### config.mk
export PLATFORM = sky130hd
export DESIGN_NAME = cex_stimulus_player_flat
export DESIGN_NICKNAME = d
export VERILOG_FILES = /design/src/rtl/cex_stimulus_player_if.sv /design/src/rtl/cex_stimulus_player.sv /design/src/flat_wrapper.sv
export SDC_FILE = /design/constraint.sdc
export NUM_CORES = 1
export LEC_CHECK = 0
export BUFFER_PORTS_ARGS = -buffer_cell sky130_fd_sc_hd__buf_4
export CAP_MARGIN = 20
export CORE_ASPECT_RATIO = 0.8
export CORE_MARGIN = 8
export CORE_UTILIZATION = 55
export DETAILED_ROUTE_END_ITERATION = 16
export MAX_ROUTING_LAYER = met4
export PLACE_DENSITY = 0.82
export SYNTH_ARGS = -nofsm -noshare
export SYNTH_HDL_FRONTEND = slang
export SYNTH_SLANG_ARGS = --single-unit
### constraint.sdc
create_clock -name clock -period 3.78 [get_ports clock]
set_clock_uncertainty 0.15 [all_clocks]
set_input_delay 0.189 -clock clock [delete_from_list [all_inputs] [get_ports clock]]
set_output_delay 0.189 -clock clock [all_outputs]
set_load 0.03 [all_outputs]
### src/rtl/cex_stimulus_player_if.sv
// Bundles the trace-load channel, run control and stimulus/status outputs of
// the counterexample stimulus player. The bench drives through "master"; the
// player itself attaches through "slave".
interface cex_stimulus_player_if #(
  parameter int DEPTH = 16
);
  localparam int LW = $clog2(DEPTH) + 1;

  logic          load_valid;
  logic          load_bit;
  logic          load_ready;
  logic          clear;
  logic          start;
  logic          mode_random;
  logic          stop;
  logic          A;
  logic          a_valid;
  logic          busy;
  logic          done;
  logic          timeout;
  logic [16:0]   play_count;
  logic [LW-1:0] trace_len;

  modport master (
    output load_valid, load_bit, clear, start, mode_random, stop,
    input  load_ready, A, a_valid, busy, done, timeout, play_count, trace_len
  );

  modport slave (
    input  load_valid, load_bit, clear, start, mode_random, stop,
    output load_ready, A, a_valid, busy, done, timeout, play_count, trace_len
  );
endinterface

### src/rtl/cex_stimulus_player.sv
// Counterexample stimulus player: replays a serially loaded input trace onto
// the 1-bit primary input A of an FSM under test, optionally continuing with
// LFSR bits until stop or until the driven-bit budget runs out.
//
// state  | meaning
// -------+-----------------------------------------------------------
// IDLE   | trace may be loaded; waiting for start
// PLAY   | driving stored trace bits, one per clock
// RANDOM | trace exhausted, driving LFSR bits
// DONE   | run finished; trace kept for replay, counters held
module cex_stimulus_player #(
  parameter int          DEPTH      = 16,
  parameter logic [15:0] SEED       = 16'hACE1,
  parameter int          MAX_CYCLES = 100000
) (
  input logic              clock,
  input logic              reset,
  cex_stimulus_player_if.slave bus
);

  localparam int          AW       = $clog2(DEPTH);
  localparam int          LW       = AW + 1;
  // An all-zero LFSR would lock up, so a zero seed is promoted to 1.
  localparam logic [15:0] SEED_EFF = (SEED == 16'h0000) ? 16'h0001 : SEED;
  localparam logic [16:0] MAX_CNT  = 17'(MAX_CYCLES);
  localparam logic [LW-1:0] DEPTH_L = LW'(DEPTH);

  typedef enum logic [1:0] {
    S_IDLE,
    S_PLAY,
    S_RANDOM,
    S_DONE
  } state_t;

  state_t        state;
  logic          mem [DEPTH];
  logic [LW-1:0] trace_len;
  logic [LW-1:0] rd_ptr;
  logic [16:0]   play_count;
  logic [15:0]   lfsr;
  logic          mode_q;
  logic          a_q;
  logic          a_valid_q;
  logic          timeout_q;

  logic          load_ready;
  logic          load_fire;
  logic [LW-1:0] len_eff;
  logic          first_bit;
  logic          lfsr_fb;
  logic [15:0]   lfsr_next;
  logic          budget_hit;

  assign load_ready = (state == S_IDLE) && (trace_len < DEPTH_L);
  assign load_fire  = bus.load_valid && load_ready;
  // A bit loaded in the same cycle as start is part of the trace being played.
  assign len_eff    = trace_len + LW'(load_fire);
  // With an empty buffer, the only possible first bit is the one arriving now.
  assign first_bit  = (trace_len == '0) ? bus.load_bit : mem[0];
  assign lfsr_fb    = lfsr[15] ^ lfsr[13] ^ lfsr[12] ^ lfsr[10];
  assign lfsr_next  = {lfsr[14:0], lfsr_fb};
  assign budget_hit = (play_count == MAX_CNT);

  // Trace buffer write port; contents need no reset.
  always_ff @(posedge clock) begin
    if (load_fire) begin
      mem[trace_len[AW-1:0]] <= bus.load_bit;
    end
  end

  // Sequencer: load accounting, run control and registered stimulus outputs.
  always_ff @(posedge clock) begin
    if (reset) begin
      state      <= S_IDLE;
      trace_len  <= '0;
      rd_ptr     <= '0;
      play_count <= '0;
      lfsr       <= SEED_EFF;
      mode_q     <= 1'b0;
      a_q        <= 1'b0;
      a_valid_q  <= 1'b0;
      timeout_q  <= 1'b0;
    end else if (bus.clear) begin
      // clear beats start and stop; the LFSR deliberately keeps running state.
      state      <= S_IDLE;
      trace_len  <= '0;
      rd_ptr     <= '0;
      play_count <= '0;
      a_q        <= 1'b0;
      a_valid_q  <= 1'b0;
      timeout_q  <= 1'b0;
    end else begin
      if (load_fire) begin
        trace_len <= trace_len + LW'(1);
      end
      case (state)
        S_IDLE, S_DONE: begin
          if (bus.start) begin
            mode_q    <= bus.mode_random;
            timeout_q <= 1'b0;
            if (len_eff != '0) begin
              state      <= S_PLAY;
              a_q        <= first_bit;
              a_valid_q  <= 1'b1;
              rd_ptr     <= LW'(1);
              play_count <= 17'd1;
            end else if (bus.mode_random) begin
              state      <= S_RANDOM;
              a_q        <= lfsr[15];
              a_valid_q  <= 1'b1;
              lfsr       <= lfsr_next;
              rd_ptr     <= '0;
              play_count <= 17'd1;
            end else begin
              state      <= S_DONE;
              a_q        <= 1'b0;
              a_valid_q  <= 1'b0;
              rd_ptr     <= '0;
              play_count <= '0;
            end
          end
        end
        S_PLAY: begin
          if (bus.stop) begin
            state     <= S_DONE;
            a_q       <= 1'b0;
            a_valid_q <= 1'b0;
          end else if (budget_hit) begin
            state     <= S_DONE;
            a_q       <= 1'b0;
            a_valid_q <= 1'b0;
            timeout_q <= 1'b1;
          end else if (rd_ptr == trace_len) begin
            if (mode_q) begin
              // Seamless hand-over: first LFSR bit follows the last trace bit.
              state      <= S_RANDOM;
              a_q        <= lfsr[15];
              lfsr       <= lfsr_next;
              play_count <= play_count + 17'd1;
            end else begin
              state     <= S_DONE;
              a_q       <= 1'b0;
              a_valid_q <= 1'b0;
            end
          end else begin
            a_q        <= mem[rd_ptr[AW-1:0]];
            rd_ptr     <= rd_ptr + LW'(1);
            play_count <= play_count + 17'd1;
          end
        end
        S_RANDOM: begin
          if (bus.stop) begin
            state     <= S_DONE;
            a_q       <= 1'b0;
            a_valid_q <= 1'b0;
          end else if (budget_hit) begin
            state     <= S_DONE;
            a_q       <= 1'b0;
            a_valid_q <= 1'b0;
            timeout_q <= 1'b1;
          end else begin
            a_q        <= lfsr[15];
            lfsr       <= lfsr_next;
            play_count <= play_count + 17'd1;
          end
        end
        default: begin
          state     <= S_IDLE;
          a_q       <= 1'b0;
          a_valid_q <= 1'b0;
        end
      endcase
    end
  end

  assign bus.load_ready = load_ready;
  assign bus.A          = a_q;
  assign bus.a_valid    = a_valid_q;
  assign bus.busy       = (state == S_PLAY) || (state == S_RANDOM);
  assign bus.done       = (state == S_DONE);
  assign bus.timeout    = timeout_q;
  assign bus.play_count = play_count;
  assign bus.trace_len  = trace_len;

endmodule
### src/flat_wrapper.sv
// flat-port wrapper written by rule: the top's interface ports become plain ports
module cex_stimulus_player_flat 
#(
  parameter int          DEPTH      = 16,
  parameter logic [15:0] SEED       = 16'hACE1,
  parameter int          MAX_CYCLES = 100000
)
  (clock, reset, bus_load_valid, bus_load_bit, bus_clear, bus_start, bus_mode_random, bus_stop, bus_load_ready, bus_A, bus_a_valid, bus_busy, bus_done, bus_timeout, bus_play_count, bus_trace_len);
  cex_stimulus_player_if #(.DEPTH(DEPTH)) bus_i ();
  input logic clock;
  input logic reset;
  input wire logic [$bits(bus_i.load_valid)-1:0] bus_load_valid;
  input wire logic [$bits(bus_i.load_bit)-1:0] bus_load_bit;
  input wire logic [$bits(bus_i.clear)-1:0] bus_clear;
  input wire logic [$bits(bus_i.start)-1:0] bus_start;
  input wire logic [$bits(bus_i.mode_random)-1:0] bus_mode_random;
  input wire logic [$bits(bus_i.stop)-1:0] bus_stop;
  output wire logic [$bits(bus_i.load_ready)-1:0] bus_load_ready;
  output wire logic [$bits(bus_i.A)-1:0] bus_A;
  output wire logic [$bits(bus_i.a_valid)-1:0] bus_a_valid;
  output wire logic [$bits(bus_i.busy)-1:0] bus_busy;
  output wire logic [$bits(bus_i.done)-1:0] bus_done;
  output wire logic [$bits(bus_i.timeout)-1:0] bus_timeout;
  output wire logic [$bits(bus_i.play_count)-1:0] bus_play_count;
  output wire logic [$bits(bus_i.trace_len)-1:0] bus_trace_len;
  assign bus_i.load_valid = bus_load_valid;
  assign bus_i.load_bit = bus_load_bit;
  assign bus_i.clear = bus_clear;
  assign bus_i.start = bus_start;
  assign bus_i.mode_random = bus_mode_random;
  assign bus_i.stop = bus_stop;
  assign bus_load_ready = bus_i.load_ready;
  assign bus_A = bus_i.A;
  assign bus_a_valid = bus_i.a_valid;
  assign bus_busy = bus_i.busy;
  assign bus_done = bus_i.done;
  assign bus_timeout = bus_i.timeout;
  assign bus_play_count = bus_i.play_count;
  assign bus_trace_len = bus_i.trace_len;
  cex_stimulus_player #(.DEPTH(DEPTH), .SEED(SEED), .MAX_CYCLES(MAX_CYCLES)) u_core (.clock(clock), .reset(reset), .bus(bus_i));
endmodule
# Yosys cells after proc, flatten, opt, wreduce, memory -nomap -nowiden
# Memory sizes are Yosys's and may differ from the RTL's. A register that Yosys moved wholly into a read port is not among the register bits.
# Index checks and enable logic that the tools add are counted.
totals:
  regBits: 49
  mem_bits_rw: 16
  in_bits: 8
  output_inout_bits: 28
  wordCells: 122
  n_memories: 1
memory_table:
  columns: ["name", "words", "word_bits", "read_ports", "rd_clocked_by_memory_dff", "wr", "line_no", "source"]
  rows:
  - ["u_core.mem", 16, 1, 2, 1, 1, "cex_stimulus_player.sv:36", "logic mem [DEPTH];"]
op_classes:
  n_addsub: 4
  n_lt_le_gt_ge: 1
  eq_ne: 21
  muxes: 65
  n_bitwise: 4
  reduce_logical: 17
ops:
  columns: ["operator", "n"]
  rows:
  - ["$mux 16", 9]
  - ["$mux 17", 8]
  - ["$pmux 17 s3", 1]
  - ["$pmux 16 s3", 1]
  - ["$mux 1", 28]
  - ["$mux 5", 4]
  - ["$ne 2x2->1 const B", 9]
  - ["$add 17x1->17 const B", 1]
  - ["$eq 17x17->1 const B", 1]
  - ["$mux 2", 7]
  - ["$add 5x1->5 const B", 2]
  - ["$pmux 5 s2", 1]
  - ["$reduce_and 10->1", 1]
  - ["$reduce_and 3->1", 3]
  - ["$mux 4", 2]
  - ["$ne 2x1->1 const B", 3]
  - ["$ne 3x2->1 const B", 2]
  - ["$pmux 1 s3", 2]
  - ["$pmux 2 s3", 1]
  - ["$reduce_and 6->1", 1]
  - ["$reduce_or 2->1", 3]
  - ["$add 5x1->5", 1]
  - ["$eq 5x5->1", 1]
  - ["$logic_not 5->1", 1]
  - ["other kinds (15)", 19]

# Depth between registers and ports, before layout
# Gate-level depths: netlist (run 1).
depth:
  ltp_word: 10
  mapped_depth: 14
  ltp_nobuf: 12

# Worst setup path after synthesis (run 1)
# OpenSTA, ideal clock, no wires.
synth_timing:
  kind: "register to register"
  from: "register u_core.state[0]"
  to: "register u_core.lfsr[10]"
  setup_ns: 0.121
  t_arrival_ns: 3.474
  t_required_ns: 3.509
  slack_ns: 0.035
  path_stages_with_launch: 14
  path_buffers: 2
  period_less_slack_ns: 3.745
  path_cell_list: "dfxtp_1 -> inv_1 -> ha_1 -> nor2b_1 -> and2_1 -> clkbuf_1 -> ha_1 -> ha_1 -> or4b_2 -> a211oi_1 -> o221ai_4 -> buf_4 -> nor3_1 -> a21oi_1"
synth_via:
  elab_chain_len: 7
  word_cells_on_any_way: 20
  cone_classes: "add/sub (1); eq/ne (12); mux (1); reduce/logical (6)"
synth_lines:
  columns: ["element", "line_no", "source"]
  rows:
  - ["from (decl)", "cex_stimulus_player.sv:35", "state_t state;"]
  - ["from (signal assigned)", "cex_stimulus_player.sv:74", "state <= S_IDLE;"]
  - ["from (signal assigned)", "cex_stimulus_player.sv:85", "state <= S_IDLE;"]
  - ["from (signal assigned)", "cex_stimulus_player.sv:102", "state <= S_PLAY;"]
  - ["$logic_not 2->1", "cex_stimulus_player.sv:54", "assign load_ready = (state == S_IDLE) && (trace_len < DEPTH_L);"]
  - ["$logic_and 1x1->1", "cex_stimulus_player.sv:54", null]
  - ["net bus_load_ready", "flat_wrapper.sv:18", "output wire logic [$bits(bus_i.load_ready)-1:0] bus_load_ready;"]
  - ["$logic_and 1x1->1", "cex_stimulus_player.sv:55", "assign load_fire = bus.load_valid && load_ready;"]
  - ["net u_core.load_fire", "cex_stimulus_player.sv:47", "logic load_fire;"]
  - ["$add 5x1->5", "cex_stimulus_player.sv:57", "assign len_eff = trace_len + LW'(load_fire);"]
  - ["$reduce_bool 5->1", "cex_stimulus_player.sv:101", "if (len_eff != '0) begin"]
  - ["$ne 2x2->1 (no source line)", null, null]
  - ["$reduce_and 10->1 (no source line)", null, null]
  - ["to (signal assigned)", "cex_stimulus_player.sv:111", "lfsr <= lfsr_next;"]
  - ["to (signal assigned)", "cex_stimulus_player.sv:138", "lfsr <= lfsr_next;"]
  - ["to (signal assigned)", "cex_stimulus_player.sv:163", "lfsr <= lfsr_next;"]
  - ["to (decl)", "cex_stimulus_player.sv:40", "logic [15:0] lfsr;"]
# The timed path passes the listed nets, and every way through them passes these cells.
# A chain may end at the register's enable or synchronous reset.

# Final worst setup path (run 1)
layout_timing:
  from: "register u_core.state[0]"
  to: "register u_core.lfsr[15]"
layout_via:
  elab_chain_len: 7
  word_cells_on_any_way: 20
  cone_classes: "add/sub (1); eq/ne (12); mux (1); reduce/logical (6)"
layout_lines:
  columns: ["element", "line_no"]
  rows:
  - ["$logic_not 2->1", "cex_stimulus_player.sv:54, cex_stimulus_player.sv:96"]
  - ["$logic_and 1x1->1", "cex_stimulus_player.sv:54"]
  - ["$logic_and 1x1->1", "cex_stimulus_player.sv:55"]
  - ["$add 5x1->5", "cex_stimulus_player.sv:57"]
  - ["$reduce_bool 5->1", "cex_stimulus_player.sv:101"]
  - ["$ne 2x2->1 (no source line)", null]
  - ["$reduce_and 10->1 (no source line)", null]
# Several ways; a longest one is shown, not always the timed one.

==> flow_metrics.env, run 1 <==
export IMPL_status="finished, final reports clean"
export IMPL_drive_above_1_share_pct=17.8
export IMPL_rsz0062_at_grt="false"
export IMPL_cts_buffer_depth=2
export IMPL_synthTopCellsByArea="dfxtp_1, edfxtp_1, nor2_1"
export IMPL_p_leak_nw=1.58
export IMPL_cts_setup_buffers=0
export IMPL_viasPerCell=5.86
export IMPL_cp_top_family="simple AND/OR/NAND/NOR gates"
export IMPL_coreArea_mm2=0.00597
export IMPL_drc=0
export IMPL_relSlewSlack_pct=42.4
export IMPL_fin_crit_ns=3.60
export IMPL_tightest_slew_ns=0.857
export IMPL_max_stage_delay_ns=0.64
export IMPL_fin_tns_setup_ns=0
export IMPL_dp_final_hpwl_um=5770
export IMPL_root_buffer="clkbuf_8"
export IMPL_wl_per_cell_um=16.2
export IMPL_synthSimpleGateAreaFrac_pct=22.7
export IMPL_avgSynthCellArea_um2=9.41
export IMPL_crit_required_ns=3.84
export IMPL_synth_xor_area_share_pct=7.16
export IMPL_finalNonFillerCells=491
export IMPL_grt_antenna_before_repair=0
export IMPL_cts_resized=0
export IMPL_ys_seq_area_share_pct=45.0
export IMPL_path_buf_inv=1
export IMPL_pre_cts_ws_ns=0.229
export IMPL_clkTransAtPathRegs_ns=0.08
export IMPL_portBuffers=35
export IMPL_synth_top_area_cell="dfxtp_1"
export IMPL_area_growth_pct=16.5
export IMPL_layout_setup_ws_ns=0.177
export IMPL_synthMuxAreaShare_pct=6.76
export IMPL_powerDensity_mw_per_mm2=419
export IMPL_synth_cell_type_count=55
export IMPL_grt_pass1_wl_um=12900
export IMPL_start_kind="flip-flop"
export IMPL_hold_worst_slack_ns=0.0303
export IMPL_num_antenna_cells=0
export IMPL_grt_use_total_pct=18.3
export IMPL_synth_compound_area_share_pct=10.3
export IMPL_slew_violations=0
export IMPL_synth_top_cell_area_share_pct=31.0
export IMPL_synth_edf_count=16
export IMPL_worstSkewPairLatency_ns=0.35
export IMPL_end_kind="flip-flop"
export IMPL_crit_top_cell="ha_1"
export IMPL_placed_cells=472
export IMPL_reg2reg_depth=11
export IMPL_maxCapViolCount=0
export IMPL_hold_violations=0
export IMPL_htreeDepth=3
export IMPL_hold_path_class="in -> reg"
export IMPL_crit_type="reg -> reg"
export IMPL_ir_drop_uv=243
export IMPL_min_path_cells=2
export IMPL_die_w_um=104
export IMPL_power_total_w=0.00167
export IMPL_rows=25
export IMPL_syn_area_mm2=0.00343
export IMPL_vias=2878
export IMPL_first_pass_iters=5
export IMPL_gp_congestion=0.882
export IMPL_ant_nets=0
export IMPL_drt_initial_drc_count=234
export IMPL_fillerInstances=444
export IMPL_grt_max_degree=27
export IMPL_async_flop_share_pct=0
export IMPL_cts_sinks=69
export IMPL_max_freq_mhz=278
export IMPL_ys_ff_latch=69
export IMPL_period_share_pct=95.3
export IMPL_dieArea_mm2=0.00903
export IMPL_synth_adder_area_share_pct=4.75
export IMPL_syn_num_nets=385
export IMPL_worstPathMaxFanout=24
export IMPL_syn_inst=364
export IMPL_top_level_ports=36
export IMPL_grt_pass1_vias=2570
export IMPL_cts_tree="built"
export IMPL_cp_cell_sequence="inv_1, ha_1, nor2b_1, and2_1, ha_1, ha_1, or4b_2, a211oi_1, o221ai_4, nor3_1, a21oi_1"
export IMPL_gr_total_overflow=0
export IMPL_worst_path_max_delay_cell="or4b_2"
export IMPL_fp_dieH_um=86.6
export IMPL_path_depth=11
export IMPL_nNetsFinal=426
export IMPL_initial_core_util_pct=57.3
export IMPL_setup_violations=0
export IMPL_cp_arrival_ns=3.66
export IMPL_synthFlopType="dfxtp_1"
export IMPL_yosysWarnings=0
export IMPL_synth_top_family_by_area="simple AND/OR/NAND/NOR gates"
export IMPL_wl_um=7960
export IMPL_numCtsBuffers=9
==> cell type report <==
type | instances | area (um2) | share of cell area (%)
tap | 81 | 101 | 2.54
inverter | 13 | 48.8 | 1.22
clock inverter | 4 | 28.8 | 0.721
timing repair buffer | 44 | 335 | 8.40
multi-input combinational | 268 | 1770 | 44.4
sequential | 69 | 1540 | 38.6
clock buffer | 12 | 165 | 4.14
==> flip-flops by register name, summed over array words and instances, names as in the netlist, named ones only <==
signal	flops
u_core.mem	16
u_core.bus.play_count	17
u_core.state	2
u_core.rd_ptr	5
u_core.bus.A	1
u_core.mode_q	1
u_core.bus.timeout	1
u_core.lfsr	16
u_core.bus.trace_len	5
u_core.bus.a_valid	1
==> worst reg2reg max path, delay by kind of cell (launching register included) <==
family	cells	cell delay [ns]
fa+ha+maj	3	0.73
compound gates	3	0.78
buf+inv	1	0.10
simple gates	4	1.29
flops	1	0.41
==> placed cells by master, fill, tap and decap left out, types with 2 or more instances in the layout <==
cell type and instances:
a211o_1 3, a211oi_1 4, a21oi_1 21, a31oi_1 2, a32oi_1 2, and2_1 2
and3_1 6, buf_4 42, clkbuf_8 12, dfxtp_1 53, dlygate4sd3_1 2, edfxtp_1 16
ha_1 13, inv_1 13, inv_4 2, mux2i_1 13, mux4_2 4, nand2_1 16
nand2b_1 3, nand3_1 13, nand4_1 14, nor2_1 73, nor2b_1 2, nor3_1 14
o21ai_0 4, o21ai_1 2, or2_2 2, or3_1 2, xnor2_1 9, xor2_1 19
==> logic make-up after synthesis <==
kind of cell,count (synthesis)
AOI/OAI and AO/OA,50
xor gates and xnor gates,28
adders and majority gates,13
buffers and inverters,27
DFF,69
muxes,18
and+or+nand+nor,159
==> stage by stage <==
| step | util (%) | area (um2) |
|---|---|---|
| final | 66.8 | 3990 |
| after global routing | 66.8 | 3990 |
| after CTS | 66.7 | 3980 |
| after detailed placement | 63.1 | 3770 |
| after global placement | 63.1 | 3770 |
| after floorplan | - | 3430 |
==> path summary, 6_finish.rpt <==
| check | from | slack, ns | to |
|---|---|---|---|
| max | u_core.state[0] | 0.18 | u_core.lfsr[15] |
| min | reset | 0.03 | u_core.lfsr[8] |
| max reg2reg | u_core.state[0] | 0.18 | u_core.lfsr[15] |
| min reg2reg | u_core.lfsr[0] | 0.33 | u_core.lfsr[0] |
==> power by group <==
group | switching [W] | leakage, nW | internal, W
Clock | 0.000278 | 0.0995 | 0.000294
Combinational | 0.000179 | 0.911 | 0.000115
Sequential | 0.0000253 | 0.574 | 0.000782
==> routing by layer <==
| layer | track usage, % | routed length (um) | vias up |
|---|---|---|---|
| li1 | - | - | 1381 |
| met1 | 23.4 | 3490 | 1349 |
| met2 | 27.0 | 3630 | 133 |
| met3 | 4.52 | 675 | 15 |
| met4 | 7.86 | 167 | 0 |
| met5 | - | 0 | - |
==> Yosys cell counts (11+ instances only) <==
master and count:
nor3_1 14, dfxtp_1 53, a21oi_1 21, mux2i_1 13, nand4_1 14, edfxtp_1 16
xor2_1 19, nand3_1 13, clkbuf_1 11, ha_1 13, nand2_1 16, inv_1 13
nor2_1 73
==> repair_timing <==
| action | in CTS | in global routing |
|---|---|---|
| hold endpoints to repair | 17 | 0 |
| hold buffers | 2 | 0 |
| setup endpoints to repair | 0 | 0 |
No activity file was read; power rests on OpenSTA's default activity.
==> run 2, diff against run 1 <==
--- a/config.mk
+++ b/config.mk
@@ -5,6 +5,7 @@
 export SDC_FILE = /design/constraint.sdc
 export NUM_CORES = 1
 export LEC_CHECK = 0
+export ABC_AREA = 1
 export BUFFER_PORTS_ARGS = -buffer_cell sky130_fd_sc_hd__buf_4
 export CAP_MARGIN = 20
 export CORE_ASPECT_RATIO = 0.8
@@ -13,6 +14,7 @@
 export DETAILED_ROUTE_END_ITERATION = 16
 export MAX_ROUTING_LAYER = met4
 export PLACE_DENSITY = 0.82
+export SKIP_LAST_GASP = 1
 export SYNTH_ARGS = -nofsm -noshare
 export SYNTH_HDL_FRONTEND = slang
 export SYNTH_SLANG_ARGS = --single-unit
==> run 2 against run 1 <==
Worst setup slack better by 0.62 ns. Combinational power rose by 15%. Synthesized area up 11%. Non-clock buffer count is 2 lower. Critical path type unchanged. Largest cell class unchanged.
==> flow_metrics.env, run 2 <==
export IMPL_cp_cell_sequence="inv_1, ha_1, inv_1, nor2_1, nand2_1, inv_1, ha_1, ha_1, inv_1, a21oi_2, o21ai_2, nor3_4, nand2_2, a21oi_4, nand2_4, inv_6, nor2_1, nor2_1"
export IMPL_ir_drop_uv=243
export IMPL_hold_path_class="in -> reg"
export IMPL_share_comb_of_total_power_pct=20.2
export IMPL_synth_top_cell_area_share_pct=27.9
export IMPL_slew_violations=0
export IMPL_syn_inst=516
export IMPL_relSlewSlack_pct=48.8
export IMPL_final_cell_mix="nand2_1, nor2_1, nand3_1, dfxtp_1, inv_1"
export IMPL_async_flop_share_pct=0
export IMPL_num_antenna_cells=0
export IMPL_clkTransAtPathRegs_ns=0.07
export IMPL_drive_above_1_share_pct=13.2
export IMPL_powerDensity_mw_per_mm2=389
export IMPL_synth_cell_type_count=35
export IMPL_first_pass_iters=5
export IMPL_grt_antenna_before_repair=0
export IMPL_die_w_um=109
export IMPL_dp_final_hpwl_um=6670
export IMPL_placed_cells=628
export IMPL_swShare_pct=32.4
export IMPL_crit_top_cell="inv_1"
export IMPL_portBuffers=35
export IMPL_cts_tree="built"
export IMPL_end_kind="flip-flop"
export IMPL_initial_core_util_pct=56.0
export IMPL_wl_um=9440
export IMPL_cp_top_family="simple AND/OR/NAND/NOR gates"
export IMPL_max_stage_delay_ns=0.33
export IMPL_largest_register_ffs=17
export IMPL_status="finished, final reports clean"
export IMPL_path_buf_inv=5
export IMPL_crit_required_ns=3.91
export IMPL_grt_max_degree=23
export IMPL_hold_violations=0
export IMPL_area_growth_pct=13.3
export IMPL_numCtsBuffers=9
export IMPL_rsz0062_at_grt="false"
export IMPL_vias=3537
export IMPL_yosysMostFrequentCell="nand2_1"
export IMPL_cp_arrival_ns=3.12
export IMPL_cts_buffer_depth=2
export IMPL_worstPathMaxFanout=16
export IMPL_grt_pass1_wl_um=15800
export IMPL_hold_worst_slack_ns=0.0297
export IMPL_gp_congestion=0.966
export IMPL_worstSkewPairLatency_ns=0.35
export IMPL_nNetsFinal=576
export IMPL_viasPerCell=5.47
export IMPL_drc=0
export IMPL_ys_seq_area_share_pct=40.5
export IMPL_fin_crit_ns=2.99
export IMPL_cts_sinks=69
export IMPL_ys_ff_latch=69
export IMPL_p_leak_nw=1.77
export IMPL_synth_common_cells="nand2_1, nor2_1, nand3_1, dfxtp_1, inv_1"
export IMPL_top_level_ports=36
export IMPL_coreArea_mm2=0.00679
export IMPL_ant_nets=0
export IMPL_htreeDepth=3
export IMPL_rows=27
export IMPL_syn_area_mm2=0.00380
export IMPL_grt_use_total_pct=20.2
export IMPL_yosysWarnings=0
export IMPL_fin_tns_setup_ns=0
export IMPL_crit_type="reg -> reg"
export IMPL_cts_resized=0
export IMPL_synthTopCellsByArea="dfxtp_1, edfxtp_1, nand2_1"
export IMPL_power_share_clock_pct=31.1
export IMPL_setup_violations=0
export IMPL_drt_initial_drc_count=293
export IMPL_max_flop_register="u_core.bus.play_count"
export IMPL_grt_pass1_vias=3306
export IMPL_fp_dieH_um=90.4
export IMPL_syn_num_nets=537
export IMPL_root_buffer="clkbuf_8"
export IMPL_synth_edf_count=16
export IMPL_period_share_pct=79.0
export IMPL_max_freq_mhz=335
export IMPL_synthFlopType="dfxtp_1"
export IMPL_finalNonFillerCells=647
export IMPL_dieArea_mm2=0.00985
export IMPL_p_int_w=0.00113
export IMPL_gr_total_overflow=0
export IMPL_final_common_cell="nand2_1"
export IMPL_maxCapViolCount=0
export IMPL_avgSynthCellArea_um2=7.37
export IMPL_seqPwrFrac_pct=48.7
export IMPL_synth_top_area_cell="dfxtp_1"
export IMPL_worst_path_max_delay_cell="dfxtp_1"
export IMPL_tightest_slew_ns=0.768
export IMPL_wl_per_cell_um=14.6
export IMPL_p_switching_w=0.000544
export IMPL_start_kind="flip-flop"
==> run 2: cell types whose count changed after synthesis, sizes merged, moves of 8 or more <==
cell | previous run | this run
a21oi | 21 | 36
inv | 13 | 49
mux2i | 13 | 0
nand2 | 16 | 118
nand3 | 13 | 56
nand3b | 0 | 10
nor2 | 73 | 81
==> run 2: path summary, 6_finish.rpt <==
kind                                 startpoint             end  slack [ns]  depth (start not counted)
worst min register to register   u_core.lfsr[4]  u_core.lfsr[5]        0.31                          2
worst max register to register  u_core.state[1]  u_core.lfsr[2]        0.79                         18
worst max-delay path            u_core.state[1]  u_core.lfsr[2]        0.79                         18
worst min-delay path            bus_mode_random   u_core.mode_q        0.03                          3
==> run 2: cell type report <==
type / instances / area (um2)
fill: 595 / 2480
multi-input combinational: 383 / 1980
sequential: 69 / 1540
timing repair buffer: 42 / 323
inverter: 50 / 193
clock buffer: 12 / 135
tap: 87 / 109
clock inverter: 4 / 25.0
==> run 2: worst min-delay path: cells and delay by family <==
family	cells	cell delay, ns
buffers and inverters	1	0.11
AOI/OAI and AO/OA	2	0.19
==> run 2: layer usage <==
layer | vias to the layer above | track usage [%] | routed length, um
met3 | 18 | 5.06 | 555
met4 | 0 | 6.60 | 157
met1 | 1631 | 26.0 | 4270
met5 | - | - | 0
li1 | 1760 | - | -
met2 | 128 | 30.2 | 4460
==> run 2: metrics by stage <==
step | cell area [um2] | power [W] | worst slack [ns] | util (%)
global placement | 4120 | 0.00115 | 1.07 | 60.7
floorplan | 3800 | 0.00107 | 0.678 | -
finish | 4310 | 0.00168 | 0.792 | 63.5
global route | 4310 | 0.00175 | 0.465 | 63.5
detailed placement | 4120 | 0.00116 | 0.846 | 60.7
CTS | 4310 | 0.00168 | 0.818 | 63.5
==> run 2: power groups by stage <==
stage	logic, W	registers [W]	clock network (W)
finish	0.000338	0.000816	0.000521
global route	0.000375	0.000820	0.000558
floorplan	0.000244	0.000829	0
CTS	0.000335	0.000815	0.000527
detailed placement	0.000327	0.000831	0
global placement	0.000318	0.000829	0
==> run 2: cell families after synthesis <==
family	after synthesis	share of synthesized area, %
AO/OA/AOI/OAI	52	7.73
XOR/XNOR	22	5.07
adder cells (fa/ha/maj)	13	4.28
buffers and inverters	64	7.30
flip-flops	69	40.5
AND/OR/NAND/NOR	296	35.1
==> run 2: timing repair <==
action / in CTS / in global routing
hold endpoints to repair: 13 / 0
hold buffers: 3 / 0
buffers inserted: 0 / 0
